<file path="src/rtl/mul_share_ctrl.sv">
// mul_share_ctrl: round-robin sharing of one iterative 33x33 signed multiplier.
// Optional: `define MUL_SHARE_ZERO_BYPASS_EN to answer zero-operand requests without the multiplier.
module mul_share_ctrl #(
   parameter int TAG_W   = 4,
   parameter bit RR_INIT = 1'b0
) (
   input  logic             clk,
   input  logic             reset,
   input  logic             req0_valid,
   output logic             req0_ready,
   input  logic [1:0]       req0_op,
   input  logic [31:0]      req0_a,
   input  logic [31:0]      req0_b,
   input  logic [TAG_W-1:0] req0_tag,
   input  logic             req1_valid,
   output logic             req1_ready,
   input  logic [1:0]       req1_op,
   input  logic [31:0]      req1_a,
   input  logic [31:0]      req1_b,
   input  logic [TAG_W-1:0] req1_tag,
   output logic             rsp_valid,
   input  logic             rsp_ready,
   output logic             rsp_id,
   output logic [TAG_W-1:0] rsp_tag,
   output logic [31:0]      rsp_data,
   output logic [32:0]      m_src1,
   output logic [32:0]      m_src2,
   output logic             m_in_valid,
   input  logic             m_in_ready,
   input  logic             m_out_valid,
   input  logic [63:0]      m_result
);

   localparam logic [1:0] OP_MUL   = 2'd0;
   localparam logic [1:0] OP_MULH  = 2'd1;
   localparam logic [1:0] OP_MULHU = 2'd2;

   typedef enum logic [1:0] {
      S_IDLE,
      S_ISSUE,
      S_BUSY,
      S_RESP
   } state_t;

   state_t r_state;
   state_t w_next;

   logic             r_prio;
   logic [1:0]       r_op;
   logic             r_id;
   logic [TAG_W-1:0] r_tag;
   logic [32:0]      r_src1;
   logic [32:0]      r_src2;
   logic             r_rsp_id;
   logic [TAG_W-1:0] r_rsp_tag;
   logic [31:0]      r_rsp_data;

   logic             w_gnt0;
   logic             w_gnt1;
   logic             w_idle;
   logic             w_acc;
   logic [1:0]       w_op;
   logic [31:0]      w_a;
   logic [31:0]      w_b;
   logic [TAG_W-1:0] w_tag;
   logic [32:0]      w_s1;
   logic [32:0]      w_s2;
   logic             w_bypass;
   logic             w_done;

   // r_prio names the requester that wins when both are valid
   assign w_gnt0 = req0_valid & (~req1_valid | ~r_prio);
   assign w_gnt1 = req1_valid & (~req0_valid | r_prio);
   assign w_idle = (r_state == S_IDLE) & ~reset;
   assign w_acc  = w_idle & (w_gnt0 | w_gnt1);

   assign w_op  = w_gnt1 ? req1_op  : req0_op;
   assign w_a   = w_gnt1 ? req1_a   : req0_a;
   assign w_b   = w_gnt1 ? req1_b   : req0_b;
   assign w_tag = w_gnt1 ? req1_tag : req0_tag;

   assign w_s1 = {(w_op != OP_MULHU) & w_a[31], w_a};
   assign w_s2 = {((w_op == OP_MUL) | (w_op == OP_MULH)) & w_b[31], w_b};

`ifdef MUL_SHARE_ZERO_BYPASS_EN
   assign w_bypass = (w_a == 32'd0) | (w_b == 32'd0);
`else
   assign w_bypass = 1'b0;
`endif

   assign w_done = (r_state == S_BUSY) & m_out_valid;

   always_ff @(posedge clk) begin
      if (reset) r_state <= S_IDLE;
      else       r_state <= w_next;
   end

   always_comb begin
      w_next = r_state;
      unique case (r_state)
         S_IDLE:  if (w_acc) w_next = w_bypass ? S_RESP : S_ISSUE;
         S_ISSUE: if (m_in_ready) w_next = S_BUSY;
         S_BUSY:  if (m_out_valid) w_next = S_RESP;
         S_RESP:  if (rsp_ready) w_next = S_IDLE;
         default: w_next = S_IDLE;
      endcase
   end

   always_comb begin
      req0_ready = 1'b0;
      req1_ready = 1'b0;
      m_in_valid = 1'b0;
      rsp_valid  = 1'b0;
      unique case (1'b1)
         (r_state == S_IDLE): begin
            req0_ready = w_idle & w_gnt0;
            req1_ready = w_idle & w_gnt1;
         end
         (r_state == S_ISSUE): m_in_valid = 1'b1;
         (r_state == S_RESP):  rsp_valid  = 1'b1;
         default: ;
      endcase
   end

   always_ff @(posedge clk) begin
      if (reset) begin
         r_prio     <= RR_INIT;
         r_op       <= 2'd0;
         r_id       <= 1'b0;
         r_tag      <= '0;
         r_src1     <= 33'd0;
         r_src2     <= 33'd0;
         r_rsp_id   <= 1'b0;
         r_rsp_tag  <= '0;
         r_rsp_data <= 32'd0;
      end else begin
         if (w_acc) begin
            r_prio <= w_gnt0;
            r_op   <= w_op;
            r_id   <= w_gnt1;
            r_tag  <= w_tag;
            r_src1 <= w_s1;
            r_src2 <= w_s2;
            if (w_bypass) begin
               r_rsp_id   <= w_gnt1;
               r_rsp_tag  <= w_tag;
               r_rsp_data <= 32'd0;
            end
         end
         if (w_done) begin
            r_rsp_id   <= r_id;
            r_rsp_tag  <= r_tag;
            r_rsp_data <= (r_op == OP_MUL) ? m_result[31:0]
                                           : m_result[63:32];
         end
      end
   end

   assign m_src1   = r_src1;
   assign m_src2   = r_src2;
   assign rsp_id   = r_rsp_id;
   assign rsp_tag  = r_rsp_tag;
   assign rsp_data = r_rsp_data;

endmodule
</file>
<file path="config.mk">
export PLATFORM = sky130hd
export DESIGN_NAME = mul_share_ctrl
export DESIGN_NICKNAME = d
export VERILOG_FILES = /design/src/rtl/mul_share_ctrl.sv
export SDC_FILE = /design/constraint.sdc
export NUM_CORES = 1
export LEC_CHECK = 0
export CAP_MARGIN = 20
export CORE_AREA = 2 2 124 126
export DETAILED_ROUTE_END_ITERATION = 6
export DIE_AREA = 0 0 126 128
export MAX_ROUTING_LAYER = met4
export PLACE_DENSITY = 0.79
export SLEW_MARGIN = 20
export SYNTH_ARGS = -nofsm -noshare
export SYNTH_HDL_FRONTEND = slang
export SYNTH_SLANG_ARGS = --single-unit
</file>
<file path="constraint.sdc">
create_clock -name clk -period 3.05 [get_ports clk]
set_clock_uncertainty 0.05 [all_clocks]
set_input_delay 0.61 -clock clk [delete_from_list [all_inputs] [get_ports clk]]
set_output_delay 0.61 -clock clk [all_outputs]
set_load 0.05 [all_outputs]
</file>
==> After elaboration in Yosys (flattened, before gate mapping) <==
Index checks and enable logic that the tools add are counted.
{ "classes": {"muxes": 14, "n_reduce_logical": 4, "eq_ne": 9, "bitwise": 17} }
{ "op_table": {"columns": ["op", "n"], "rows": [
  ["$mux 32", 3],
  ["$mux 2", 5],
  ["$ne 2x2->1 const B", 5],
  ["$and 1x1->1", 9],
  ["$pmux 2 s4", 1],
  ["$logic_not 2->1", 3],
  ["$eq 2x1->1 const B", 2],
  ["$eq 2x2->1 const B", 2],
  ["$mux 1", 4],
  ["$mux 4", 1],
  ["$not 1->1", 4],
  ["$or 1x1->1", 4],
  ["$reduce_and 4->1", 1]
]} }
{ "word_totals": {"wordCells": 54, "regBits": 113, "inputBits": 211} }

==> Longest topological paths before layout <==
{ "logic_depth": {"depth_word": 7, "depth_mapped": 9, "depth_no_buf": 6} }

==> Least setup slack after synthesis <==
OpenSTA, ideal clock, no wires.
{ "synth_timing": {"path_type": "in2out", "from": "input req0_valid", "to": "output req1_ready", "arrival_time_ps": 2184, "setup_slack_ps": 206, "stages": 5, "n_path_buf": 2, "cell_sequence": "nand2b_1 > buf_2 > nand2_2 > clkbuf_1 > nor3_1"} }
{ "synth_via": {"elab_chain_len": 5} }
{ "synth_lines": {"columns": ["element", "line", "text"], "rows": [
  ["from (decl)", "9", "input logic req0_valid,"],
  ["$not 1->1", "73", "assign w_gnt1 = req1_valid & (~req0_valid | r_prio);"],
  ["$or 1x1->1", "73", null],
  ["$and 1x1->1", "73", null],
  ["$and 1x1->1", "117", "req1_ready = w_idle & w_gnt1;"],
  ["$mux 1", "114", "unique case (1'b1)"],
  ["to (decl)", "16", "output logic req1_ready,"]
]} }
No other way between the ends.

==> Worst setup path in the final report <==
{ "layout_timing": {"from": "register r_state[1]", "to": "output m_in_valid"} }
{ "layout_via": {"elab_chain_len": 2} }
{ "layout_lines": {"columns": ["element", "line", "text"], "rows": [
  ["from (decl)", "45", "state_t r_state;"],
  ["from (signal assigned)", "95", "else r_state <= w_next;"],
  ["$eq 2x1->1", "119", "(r_state == S_ISSUE): m_in_valid = 1'b1;"],
  ["$mux 1", "114", null],
  ["to (decl)", "28", "output logic m_in_valid,"]
]} }
No other way between the ends.

==> results.txt <==
The H-tree level count is 4. The final hold slack came out at 0.404 ns. The worst slew margin relative to its limit came out at 0.393. After technology mapping, the gate count stands at 644. Buffers added to address setup during post-CTS repair amount to 0.

The total routing resource utilization after global routing is 0.243. The post-synthesis net count came out at between 800 and 900. met2 is the most crowded layer. The async set-reset flop share out of synthesis is 0. The instance area at placement came out at 8780 um2. Walking the worst path, the cells encountered are inv_1 -> ha_1 -> clkdlybuf4s50_1. The final routed DRC violation total came out at 0. The number of synthesized register bits came out at 113. Once layout is done, the placed cells without fillers occupy a little over 9000 um2. The hold violation count in the final report is 0. The post-synthesis instance area is between 5000 and 6000 um2. The met2 global-route usage came out at 0.408. Dividing the final minimum period by the clock period gives 0.812. The total area of sequential cells came out at 2260 um2.

The setup path with the least slack is of type reg -> out. Of all nets on the critical path, the largest fanout is 4. The floorplan step defined a die boundary enclosing 16100 um2. The slowest stage of the critical path belongs to the cell sky130_fd_sc_hd__clkdlybuf4s50_1. Dividing total power by cell area gives a power density of 811 nW/um2. The final-stage net count came out at 1146. CTS placed an instance of sky130_fd_sc_hd__clkbuf_16 at the clock tree root. For this block, the via count after detailed routing is 6016. The final critical-path required period came out at 2.48 ns.

Entering global routing, the biggest net connects 107 pins. The number of primary I/O pins came out at roughly 320. Clock tree synthesis inserted a total of 17 buffers. The family with the most delay on the worst path is buffers and inverters. The critical path data required time is around 2.4 ns. The starting DRC count in detailed routing is around 290. The maximum operating frequency came out at 404 MHz. CTS saw about 110 sinks. The first detailed-routing pass ran for 4 iterations. The fill cell instance count of the final layout came out at 1283. The biggest cell delay along the critical path is 0.84 ns. The clock insertion delay at the later pin of the skew report is 0.40 ns. In the routed layout, each cell is associated on average with a via count of 5.31.

At the pin with the least slew margin, the transition time is 0.909 ns. The number of gates resized after CTS was 0. The number of enable-type register cells in the synthesized netlist is 0.

The total grt overflow is 0. The aggregate negative setup slack is 0 ns. The sequential element share of the synthesized area came out at 0.412. The flow ran to the end, and the final reports show no timing, DRC or antenna violations.

The number of I/O port buffers is 317. The post-synthesis average cell area is about 8.5 um2. The number of global-route vias before repair came out at 5950. The hold-fix buffer count after cts is 0. In this run the horizontal extent of the chip is between 100 and 150 um.

The wire length reported by the detailed router is approximately 19 mm. 0 antenna diodes ended up in the layout. After clock tree synthesis, the clock-pin slew on the worst setup and hold paths is 0.05 ns.

Summed over all cells, the static leakage comes to 3.34 nW. The post-synthesis to final-layout area growth is 70.3%. The clock tree from TritonCTS is yes. The worst-case vdd ir drop is 0.408 mV.

For this run, the number of Yosys warnings is 0. The region available for standard cell placement spans 14900 um2. STA classifies the critical path startpoint as a flip-flop. Detailed placement finished with a half-perimeter wire length of ~14 mm. The share of post-route cells with drive strength above 1 came out at 0.125. The number of maximum-capacitance violations is 0. The data arrival time of the critical path is 1.82 ns. The standard-cell row count is 45. The path class of the lowest-slack min-delay path is reg -> reg. The count of cell types in the netlist is 33. The initial core utilization came out at 0.369. Setup repair after global routing left no endpoint under its margin.

The category of the worst setup path capture point is a primary output. The global-route wire length before repair came out at between 30 and 40 mm. In the global route stage, met1 resource usage came out at 0.278.

The number of slew-limit violations in the final report came out at 0. Counting both buffers and inverters, the worst setup path holds a total of 2. The post-detailed-route wirelength per cell came out at 17.0 um. The final setup violation count came out at 0.

The multi-input combinational cells in the finished layout cover a total of between 2000 and 3000 um2. At the end of the flow the core is filled with cells to 0.629. The initial antenna violation count came to 0.

In the global route stage, met3 resource usage came out at 0.0680. No sink is reached through more buffers than the 2 on the longest clock path. Routability-driven placement finished with a final weighted congestion of roughly 0.8. The die outline height came out at between 100 and 150 um. For this run, the leading register cell type out of synthesis is sky130_fd_sc_hd__dfxtp_1.

The post-route antenna net violation count is 0.
-- kinds of logic after synthesis --
logic type	Yosys count	share of synthesized area
AO/OA/AOI/OAI	152	0.280
adder cells (fa/ha/maj)	4	0.00912
buffers and inverters	75	0.0695
flip-flops	113	0.412
multiplexers	2	0.00365
AND/OR/NAND/NOR	298	0.225
-- final timing paths --
kind	start	end	slack, ns	cells after the start
worst min register to register	r_tag[2]$_SDFFE_PP0P_	rsp_tag[2]$_SDFFE_PP0P_	0.40	2
worst min-delay path	r_tag[2]$_SDFFE_PP0P_	rsp_tag[2]$_SDFFE_PP0P_	0.40	2
worst max register to register	r_state[0]$_SDFFE_PP0P_	m_src1[27]$_SDFFE_PP0P_	0.98	7
worst max-delay path	r_state[1]$_SDFFE_PP0P_	m_in_valid	0.57	3
-- area by class of cell --
type                    count  share of cell area
clock buffers              21              0.0482
clock inverters            11              0.0122
inverters                   7             0.00281
multi-input cells         456               0.305
flip-flops and latches    113               0.242
well taps                 188              0.0252
repair buffers            336               0.364
-- registers in the layout, indices dropped and copies added, names as in the netlist --
register / count
r_state: 2
r_id: 1
r_prio: 1
rsp_id: 1
r_op: 2
rsp_data: 32
m_src2: 33
rsp_tag: 4
r_tag: 4
m_src1: 33
-- Yosys cell counts, drive strengths merged, types with 3 or more instances --
| cell | number | area share |
|---|---|---|
| a21oi | 8 | 0.0073 |
| ha | 4 | 0.0091 |
| inv | 7 | 0.0048 |
| nor2 | 105 | 0.072 |
| clkbuf | 38 | 0.026 |
| o21ai | 33 | 0.030 |
| nand3 | 69 | 0.063 |
| dfxtp | 113 | 0.41 |
| buf | 30 | 0.039 |
| nand2 | 113 | 0.078 |
| a311oi | 100 | 0.22 |
| a211oi | 3 | 0.0059 |
-- worst min-delay path, stage by stage (launching register included) --
cell and delay (ns):
sky130_fd_sc_hd__dfxtp_1 0.30, sky130_fd_sc_hd__nand2_1 0.05, sky130_fd_sc_hd__a21oi_1 0.05
-- cells in the final DEF (no fill, tap or decap), types with 2 or more instances in the layout --
| cell type | count |
|---|---|
| sky130_fd_sc_hd__dfxtp_1 | 113 |
| sky130_fd_sc_hd__mux2i_1 | 2 |
| sky130_fd_sc_hd__clkdlybuf4s50_1 | 313 |
| sky130_fd_sc_hd__nand3_1 | 69 |
| sky130_fd_sc_hd__a311oi_1 | 43 |
| sky130_fd_sc_hd__o31ai_1 | 2 |
| sky130_fd_sc_hd__and3_1 | 2 |
| sky130_fd_sc_hd__a21oi_1 | 8 |
| sky130_fd_sc_hd__inv_1 | 7 |
| sky130_fd_sc_hd__clkbuf_1 | 3 |
| sky130_fd_sc_hd__buf_4 | 14 |
| sky130_fd_sc_hd__clkbuf_16 | 17 |
| sky130_fd_sc_hd__o21ai_0 | 33 |
| sky130_fd_sc_hd__a211oi_2 | 2 |
| sky130_fd_sc_hd__ha_1 | 4 |
| sky130_fd_sc_hd__a311oi_2 | 57 |
| sky130_fd_sc_hd__nand2_1 | 112 |
| sky130_fd_sc_hd__bufinv_16 | 2 |
| sky130_fd_sc_hd__clkinvlp_4 | 2 |
| sky130_fd_sc_hd__clkinv_2 | 6 |
| sky130_fd_sc_hd__nor2_1 | 104 |
| sky130_fd_sc_hd__buf_12 | 8 |
| sky130_fd_sc_hd__nor3_1 | 2 |
-- where the power goes --
part	leakage [nW]	total [mW]	internal [mW]	switching [mW]
Clock	0.276	1.90	1.21	0.688
Sequential	0.927	2.05	1.82	0.227
Combinational	2.14	3.63	1.38	2.25
-- per-layer routing --
layer,wire length [um],part of all wire
met1,7790,0.40
met2,9480,0.49
met3,1470,0.076
met4,533,0.028
met5,0,0
-- metrics by stage --
stage | worst slack (ns) | std cells | total power, mW
global placement | 0.542 | 1100 | 5.67
global route | 0.453 | 1132 | 7.98
floorplan | 0.206 | 644 | 4.49
CTS | 0.536 | 1132 | 7.65
detailed placement | 0.486 | 1100 | 5.72
finish | 0.573 | 1132 | 7.58
Note: power is estimated with default switching activity, not from simulation.
